### config.mk
export PLATFORM = sky130hd
export DESIGN_NAME = jesd_octet_align
export DESIGN_NICKNAME = d
export VERILOG_FILES = /design/src/rtl/jesd_octet_align.sv
export SDC_FILE = /design/constraint.sdc
export NUM_CORES = 1
export LEC_CHECK = 0
export ABC_AREA = 1
export CAP_MARGIN = 40
export CORE_UTILIZATION = 45
export DETAILED_ROUTE_END_ITERATION = 7
export PLACE_DENSITY = 0.75
export SLEW_MARGIN = 25
export SYNTH_ARGS = -nofsm -noshare
export SYNTH_HDL_FRONTEND = slang
export SYNTH_SLANG_ARGS = --single-unit
### constraint.sdc
create_clock -name clk -period 5.8 [get_ports clk]
set_input_delay 0.87 -clock clk [delete_from_list [all_inputs] [get_ports clk]]
set_output_delay 0.87 -clock clk [all_outputs]
set_load 0.01 [all_outputs]
### src/rtl/jesd_octet_align.sv
// ============================================================================
// Module      : jesd_octet_align
// Description : Lane octet aligner: finds the K28.5 boundary in a NOCT-octet
//               parallel word during CGS, verifies it, then locks.
// Revision    : 1.0 - initial release
// ============================================================================
`default_nettype none

module jesd_octet_align #(
    parameter int          NOCT    = 4,
    parameter logic [7:0]  K_CHAR  = 8'hBC,
    parameter int          CGS_MIN = 4,
    localparam int         AW      = (NOCT <= 2) ? 1 : $clog2(NOCT)
) (
    input  logic                clk,
    input  logic                rst_n,
    input  logic                sync_n,
    input  logic [8*NOCT-1:0]   in,
    input  logic [NOCT-1:0]     charisk,
    output logic [8*NOCT-1:0]   o,
    output logic [NOCT-1:0]     datak,
    output logic [AW-1:0]       align,
    output logic                locked,
    output logic [7:0]          err_cnt
);

    typedef enum logic [1:0] {
        S_IDLE   = 2'd0,
        S_SEARCH = 2'd1,
        S_VERIFY = 2'd2,
        S_LOCK   = 2'd3
    } state_t;

    state_t              r_state;
    state_t              w_state_nx;

    logic [8*NOCT-1:0]   r_d0;
    logic [8*NOCT-1:0]   r_d1;
    logic [NOCT-1:0]     r_k0;
    logic [NOCT-1:0]     r_k1;
    logic [8*NOCT-1:0]   r_o;
    logic [NOCT-1:0]     r_datak;
    logic [AW-1:0]       r_align;
    logic                r_locked;
    logic [7:0]          r_err;
    logic [7:0]          r_vcnt;
    logic                r_sync_q;

    logic [AW-1:0]       w_align_nx;
    logic                w_locked_nx;
    logic [7:0]          w_err_nx;
    logic [7:0]          w_vcnt_nx;
    logic [7:0]          w_vcnt_inc;

    logic [8*NOCT-1:0]   w_opt_d [NOCT];
    logic [NOCT-1:0]     w_opt_k [NOCT];
    logic [8*NOCT-1:0]   w_cand_d;
    logic [NOCT-1:0]     w_cand_k;
    logic [NOCT-1:0]     w_cand_isk;
    logic                w_cand_allk;
    logic [NOCT-1:0]     w_d1_isk;
    logic [AW-1:0]       w_first_k;

    // Every possible offset of the two-word octet stream {d0,d1}.
    for (genvar a = 0; a < NOCT; a++) begin : g_ofs
        if (a == 0) begin : g_zero
            assign w_opt_d[a] = r_d1;
            assign w_opt_k[a] = r_k1;
        end else begin : g_shift
            assign w_opt_d[a] = {r_d0[8*a-1:0], r_d1[8*NOCT-1:8*a]};
            assign w_opt_k[a] = {r_k0[a-1:0], r_k1[NOCT-1:a]};
        end
    end

    assign w_cand_d = w_opt_d[r_align];
    assign w_cand_k = w_opt_k[r_align];

    for (genvar i = 0; i < NOCT; i++) begin : g_kdet
        assign w_d1_isk[i]   = (r_d1[8*i +: 8] == K_CHAR) && r_k1[i];
        assign w_cand_isk[i] = (w_cand_d[8*i +: 8] == K_CHAR) && w_cand_k[i];
    end

    assign w_cand_allk = &w_cand_isk;
    assign w_vcnt_inc  = r_vcnt + 8'd1;

    always_comb begin
        w_first_k = '0;
        for (int i = NOCT - 1; i >= 0; i--) begin
            if (w_d1_isk[i]) begin
                w_first_k = AW'(i);
            end
        end
    end

    always_comb begin
        w_state_nx  = r_state;
        w_align_nx  = r_align;
        w_locked_nx = r_locked;
        w_err_nx    = r_err;
        w_vcnt_nx   = r_vcnt;
        case (r_state)
            S_IDLE: begin
                w_locked_nx = 1'b0;
                if (!sync_n) begin
                    w_state_nx = S_SEARCH;
                end
            end
            S_SEARCH: begin
                w_locked_nx = 1'b0;
                if (sync_n) begin
                    w_state_nx = S_IDLE;
                end else if (|w_d1_isk) begin
                    w_align_nx = w_first_k;
                    w_vcnt_nx  = 8'd0;
                    w_state_nx = S_VERIFY;
                end
            end
            S_VERIFY: begin
                // Reaching the lock count outranks a simultaneous SYNC~ release.
                if (w_cand_allk && (w_vcnt_inc == 8'(CGS_MIN))) begin
                    w_vcnt_nx   = w_vcnt_inc;
                    w_locked_nx = 1'b1;
                    w_state_nx  = S_LOCK;
                end else if (sync_n) begin
                    w_state_nx = S_IDLE;
                end else if (w_cand_allk) begin
                    w_vcnt_nx = w_vcnt_inc;
                end else begin
                    w_err_nx   = (r_err == 8'hFF) ? r_err : r_err + 8'd1;
                    w_state_nx = S_SEARCH;
                end
            end
            S_LOCK: begin
                w_locked_nx = 1'b1;
                if (r_sync_q && !sync_n) begin
                    w_locked_nx = 1'b0;
                    w_state_nx  = S_SEARCH;
                end
            end
            default: begin
                w_locked_nx = 1'b0;
                w_state_nx  = S_IDLE;
            end
        endcase
    end

    always_ff @(posedge clk or negedge rst_n) begin
        if (!rst_n) begin
            r_state  <= S_IDLE;
            r_d0     <= '0;
            r_d1     <= '0;
            r_k0     <= '0;
            r_k1     <= '0;
            r_o      <= '0;
            r_datak  <= '0;
            r_align  <= '0;
            r_locked <= 1'b0;
            r_err    <= 8'd0;
            r_vcnt   <= 8'd0;
            r_sync_q <= 1'b1;
        end else begin
            r_state  <= w_state_nx;
            r_d0     <= in;
            r_d1     <= r_d0;
            r_k0     <= charisk;
            r_k1     <= r_k0;
            r_o      <= w_cand_d;
            r_datak  <= w_cand_k;
            r_align  <= w_align_nx;
            r_locked <= w_locked_nx;
            r_err    <= w_err_nx;
            r_vcnt   <= w_vcnt_nx;
            r_sync_q <= sync_n;
        end
    end

    assign o       = r_o;
    assign datak   = r_datak;
    assign align   = r_align;
    assign locked  = r_locked;
    assign err_cnt = r_err;

endmodule

`default_nettype wire

After elaboration in Yosys (flattened, before gate mapping)

Cells that the tools add are included.
Widths: inputs -> output; s select.

Div/mod/pow operators: 0
Reduce and logical (&&, ||, !) cells: 20
Magnitude comparators: 1
Muxes and demuxes: 27
$add $sub $neg: 2
Bitwise logic cells: 5
Shift-type cells: 0
Eq/ne operators: 22
$mul: 0

Operator list:

| kind                | number |
|---|---|
| $eq 8x8->1 const B  | 9 |
| $bmux 32 s2         | 1 |
| $mux 32             | 2 |
| $mux 8              | 5 |
| $mux 2              | 11 |
| $add 8x1->8 const B | 2 |
| $pmux 8 s2          | 1 |
| $logic_and 1x1->1   | 10 |
| $ne 2x2->1 const B  | 5 |
| $reduce_and 5->1    | 2 |
| $ne 3x3->1 const B  | 3 |
| $bmux 4 s2          | 1 |
| $eq 8x3->1 const B  | 1 |
| $mux 4              | 2 |
| $pmux 2 s4          | 1 |
| $reduce_and 4->1    | 2 |
| $eq 2x2->1 const B  | 2 |
| $ne 4x4->1 const B  | 1 |
| $not 1->1           | 4 |
| $reduce_or 4->1     | 1 |
| $ge 3x3->1 const B  | 1 |
| $not 2->3           | 1 |
| $pmux 1 s3          | 1 |
| $reduce_and 3->1    | 1 |
| 6 further kinds     | 7 |

Input port bits: 39
Output and inout port bits: 47
Memory bits (read-only): 0
Memories: 0
Latch bits: 0
Flip-flop bits (word level): 130
Bits in writable memories: 0
Logic and storage cells: 89

Logic depth before layout (Yosys ltp)

Depth after elaboration: 11
Gate-level depth with buffers: 18
Mapped depth without buffers: 16

Worst setup path before layout

No wires, ideal clock.

Kind: register to register
Start point: register r_align[0], in the netlist align[0]
End point: register r_vcnt[0]
Arrival: 1.779 ns
Data required time: 5.684 ns
Library setup time: 0.116 ns
Clock period less this slack: 1.895 ns
Slack: 3.905 ns
Stages on the path, launching flop included: 17
Path buffers: 2
Path through: dfrtp_1 -> buf_6 -> inv_8 -> buf_8 -> nand2_1 -> nand2_1 -> nand2_1 -> nand2_2 -> nand2_1 -> nor2_2 -> nand2_1 -> nor2_1 -> nand4_1 -> a21oi_1 -> nand2_2 -> nand2_1 -> nand2_1

Longest elaborated chain between the ends: 10
Elaborated cells on any way between the ends: 22
Classes of those cells: eq/ne (6); mux (8); bitwise (1); reduce/logical (7)

Ends and longest elaborated chain:

| what                                                            | line | text |
|---|---|---|
| from (decl)                                                     | 43   | `logic [AW-1:0] r_align;` |
| from (signal assigned)                                          | 169  | `r_align <= w_align_nx;` |
| $not 2->3 (implied by the code) (*)                             | 75   | `assign w_cand_d = w_opt_d[r_align];` |
| $bmux 32 s2 (*)                                                 | 75   |  |
| $mux 32 (implied by the code) (*) (2 in a row)                  | 75   |  |
| net w_cand_d[2]                                                 | 57   | `logic [8*NOCT-1:0] w_cand_d;` |
| $eq 8x8->1 (*)                                                  | 80   | `assign w_cand_isk[i] = (w_cand_d[8*i +: 8] == K_CHAR) && w_cand_k[i];` |
| $logic_and 1x1->1 (*)                                           | 80   |  |
| $reduce_and 4->1 (*)                                            | 83   | `assign w_cand_allk = &w_cand_isk;` |
| $logic_and 1x1->1                                               | 120  | `if (w_cand_allk && (w_vcnt_inc == 8'(CGS_MIN))) begin` |
| $ne 3x3->1 (no line) / $mux 8 (equally long branches)           | -    |  |
| $reduce_and 5->1 (no line) / $pmux 8 s2 (equally long branches) | -    |  |
| to (signal assigned)                                            | 172  | `r_vcnt <= w_vcnt_nx;` |
| to (decl)                                                       | 46   | `logic [7:0] r_vcnt;` |

Mark *: on every way through the listed nets, which the timed path passes. The rest lies on a longest branch. The select of a mux whose other input is x is not followed.
A chain may end at the register's enable or synchronous reset.

Worst setup path after layout

Start point: register r_align[0], in the netlist align[0]
End point: register r_err[3], in the netlist err_cnt[3]

Longest elaborated chain between the ends: 10
Elaborated cells on any way between the ends: 20
Classes of those cells: eq/ne (4); mux (6); bitwise (3); reduce/logical (7)

Ends and longest elaborated chain:

| what                                       | line   | text |
|---|---|---|
| $not 2->3 (implied by the code) (*)        | 75, 76 |  |
| $bmux 32 s2                                | 75     |  |
| $mux 32 (implied by the code) (2 in a row) | 75     |  |
| $eq 8x8->1                                 | 80     |  |
| $logic_and 1x1->1                          | 80     |  |
| $reduce_and 4->1 (*)                       | 83     |  |
| $logic_and 1x1->1                          | 120    |  |
| $not 1->1 (no line)                        | -      |  |
| $reduce_and 5->1 (no line) (*)             | -      |  |
| to (signal assigned)                       | 171    | `r_err <= w_err_nx;` |
| to (decl)                                  | 45     | `logic [7:0] r_err;` |

Mark *: on every way between the ends. The rest lies on a longest branch, timed or not. The select of a mux whose other input is x is not followed.

==> results.sh <==
export IMPL_cts_made_buffers=17
export IMPL_status="finished clean"
export IMPL_drtIter0Drc=494
export IMPL_crit_arrival_ps=3390
export IMPL_antenna_cells=0
export IMPL_cap_violations=0
export IMPL_finalMaxSlewViolations=0
export IMPL_yosysMostFrequentCell="nand2_1"
export IMPL_vdd_ir_drop_max_uv=187
export IMPL_initial_utilization=0.459
export IMPL_ios=86
export IMPL_relSlewSlack=0.464
export IMPL_cts_tree="built"
export IMPL_ys_flop_type="dfrtp_1"
export IMPL_ant_nets=0
export IMPL_hp_class="in2async"
export IMPL_synth_warnings=0
export IMPL_clockBufferDepth=2
export IMPL_fmax_mhz=325
export IMPL_grt_max_degree=67
export IMPL_area_growth_pct=26.3
export IMPL_use_met3=0.0648
export IMPL_antenna_found_initial=0
export IMPL_routed_wl_microns=13900
export IMPL_worstRegToRegCells=13
export IMPL_crit_path_start_kind="flop"
export IMPL_rsz0062_at_grt="false"
export IMPL_yosys_top_cells_area="dfrtp_1 (56%), nand2_1 (18%), nand3_1 (6.4%)"
export IMPL_crit_cells=13
export IMPL_fin_crit_ps=3080
export IMPL_synth_seq_area_share=0.564
export IMPL_rows=41
export IMPL_synth_cells=685
export IMPL_place_area_sq_um=6680
export IMPL_busiest_layer="met1"
export IMPL_die_h_microns=115
export IMPL_synth_edf_count=0
export IMPL_core_sq_um=12600
export IMPL_r2r_end="err_cnt[3]$_DFFE_PN0P_"
export IMPL_root_buffer="clkbuf_16"
export IMPL_use_met1=0.334
export IMPL_path_buf_inv=3
export IMPL_worstMarginPinSlew_ps=803
export IMPL_io_buffers=85
export IMPL_critPathTopFamily="simple AND/OR/NAND/NOR gates"
export IMPL_cpMaxStageDelayCell="dfrtp_2"
export IMPL_cp_required_ps=6110
export IMPL_grt_total_usage=0.227
export IMPL_die_area_sq_um=13300
export IMPL_async_flop_share=1.00
export IMPL_power_leakage_nw=3.65
export IMPL_r2r_start="align[0]$_DFFE_PN0P_"
export IMPL_report_power_total_mw=2.73
export IMPL_post_cts_buffers=0
export IMPL_fin_setup_tns_ps=0
export IMPL_fin_skew_ps=5.94
export IMPL_gp_congestion=0.902
export IMPL_layout_nets=817
export IMPL_grt_pass1_wl_microns=22400
export IMPL_p_per_area_nw_per_um2=375
export IMPL_setup_violations_final=0
export IMPL_grt_pass1_vias=4312
export IMPL_rrSetupSlack_ps=2720
export IMPL_synth_top_cell_by_area="dfrtp_1"
export IMPL_fin_area_sq_um=7300
export IMPL_ctsHoldBuffers=0
export IMPL_crit_chain="buf_4, inv_8, nand2_1, nand3_1, nand2_1, and2_1, nand2_1, nor2_1, nand4_1, nand3b_2, inv_1, nand3b_1, nand2_1"
export IMPL_synth_area_per_cell_sq_um=8.43
export IMPL_worst_path_most_repeated_cell="nand2_1"
export IMPL_setup_worst_path_class="reg2reg"
export IMPL_ys_top_cells_by_count="nand2_1 (279), dfrtp_1 (129), nand3_1 (74)"
export IMPL_min_period_over_period=0.531
export IMPL_syn_area_sq_um=5770
export IMPL_grt_ovfl_total=0
export IMPL_cp_max_fo=53
export IMPL_drt_pass1_iterations=5
export IMPL_cts_resized=0
export IMPL_ys_ff_latch=130
export IMPL_timing_critical_path_slowest_cell_delay_ps=710
export IMPL_worstSetupStartpoint="align[0]$_DFFE_PN0P_"
export IMPL_synth_fp_nets=731
export IMPL_hold_viol_final=0
export IMPL_cts_num_sinks=130
export IMPL_avgViaCountPerCell=4.92
export IMPL_clk_pin_slew_ps=60
export IMPL_cp_endpoint="err_cnt[3]$_DFFE_PN0P_"
export IMPL_synth_cell_types=34
export IMPL_clk_latency_ps=420
export IMPL_holdWs_ps=288
export IMPL_cts_htree_levels=4
export IMPL_synth_top_area_frac=0.559
export IMPL_wl_per_cell_microns=14.5
export IMPL_layout_drive_gt1_share=0.0740
export IMPL_globalRouteMet2Util=0.320
export IMPL_cp_end_kind="flop"
export IMPL_dpl_hpwl_microns=9820
export IMPL_final_cells=956
export IMPL_dp_cells=922
export IMPL_drcViolationCount=0
export IMPL_dr_total_vias=4705
export IMPL_die_width_microns=115
per-stage QoR:
stage               utilization  setup WS (ps)
floorplan                     -           3910
global placement          0.532           2920
detailed placement        0.532           2790
CTS                       0.577           2740
global route              0.580           2480
finish                    0.580           2720
power by group:
part,internal (mW),switching (mW)
clock,0.609,0.389
combinational,0.272,0.382
sequential,1.01,0.0683
total,1.90,0.839
worst register-to-register path: cells and delay by family (launching register included):
kind / cells / cell delay (ps)
AND/OR/NAND/NOR: 10 / 1500
buffers and inverters: 3 / 760
flip-flops: 1 / 710
state kept, by name, indices dropped and copies added (netlist names):
register  count
r_k1          4
err_cnt       8
r_state       2
datak         4
r_sync_q      1
r_vcnt        8
r_d0         32
locked        1
r_k0          4
o            32
align         2
r_d1         32
cell families (layout without fill, tap and decap cells):
kind of cell / count (synthesis) / in the layout / synth area share
compound gates: 21 / 21 / 0.0193
xor+xnor: 9 / 9 / 0.0137
fa+ha+maj: 7 / 7 / 0.0152
buf+inv: 91 / 190 / 0.0767
flops: 130 / 130 / 0.564
simple gates: 427 / 427 / 0.312
how the worst min path moves through the flow:
stage	end	depth (start not counted)	slack, ps	from
2_1_floorplan	r_d1[24]$_DFF_PN0_	0	330	r_d0[24]$_DFF_PN0_
3_3_place_gp	r_d1[31]$_DFF_PN0_	0	330	r_d0[31]$_DFF_PN0_
3_5_place_dp	r_d1[26]$_DFF_PN0_	0	330	r_d0[26]$_DFF_PN0_
4_1_cts	r_d1[27]$_DFF_PN0_	0	350	r_d0[27]$_DFF_PN0_
5_1_grt	align[0]$_DFFE_PN0P_	1	280	rst_n
6_report	align[0]$_DFFE_PN0P_	1	290	rst_n
final cells by class:
cell class	instances	area [sq um]
clock buffer	20	457
tap	172	215
fill	1077	5270
multi-input combinational	464	2080
clock inverter	12	110
timing repair buffer	90	918
inverter	68	263
sequential	130	3260
layer usage:
metal  up-vias  part of all wire  routed length, microns
li1       2290                 -                       -
met1      2219              0.48                    6700
met2       179              0.44                    6040
met3        17             0.067                     929
met4         0             0.014                     195
met5         -                 0                       0
cells in the final DEF (no fill, tap or decap), types with 4 or more instances in the layout:
cell,instances
clkbuf_16,17
ha_1,7
o21ai_0,7
nand3_1,74
nand4_1,9
inv_1,65
clkinvlp_4,7
nand2_1,279
xnor2_1,6
o21ai_1,9
buf_4,4
clkdlybuf4s50_1,84
nor2_2,4
nand2_2,7
nor2_1,43
dfrtp_1,128
No activity file was read; power rests on OpenSTA's default activity.
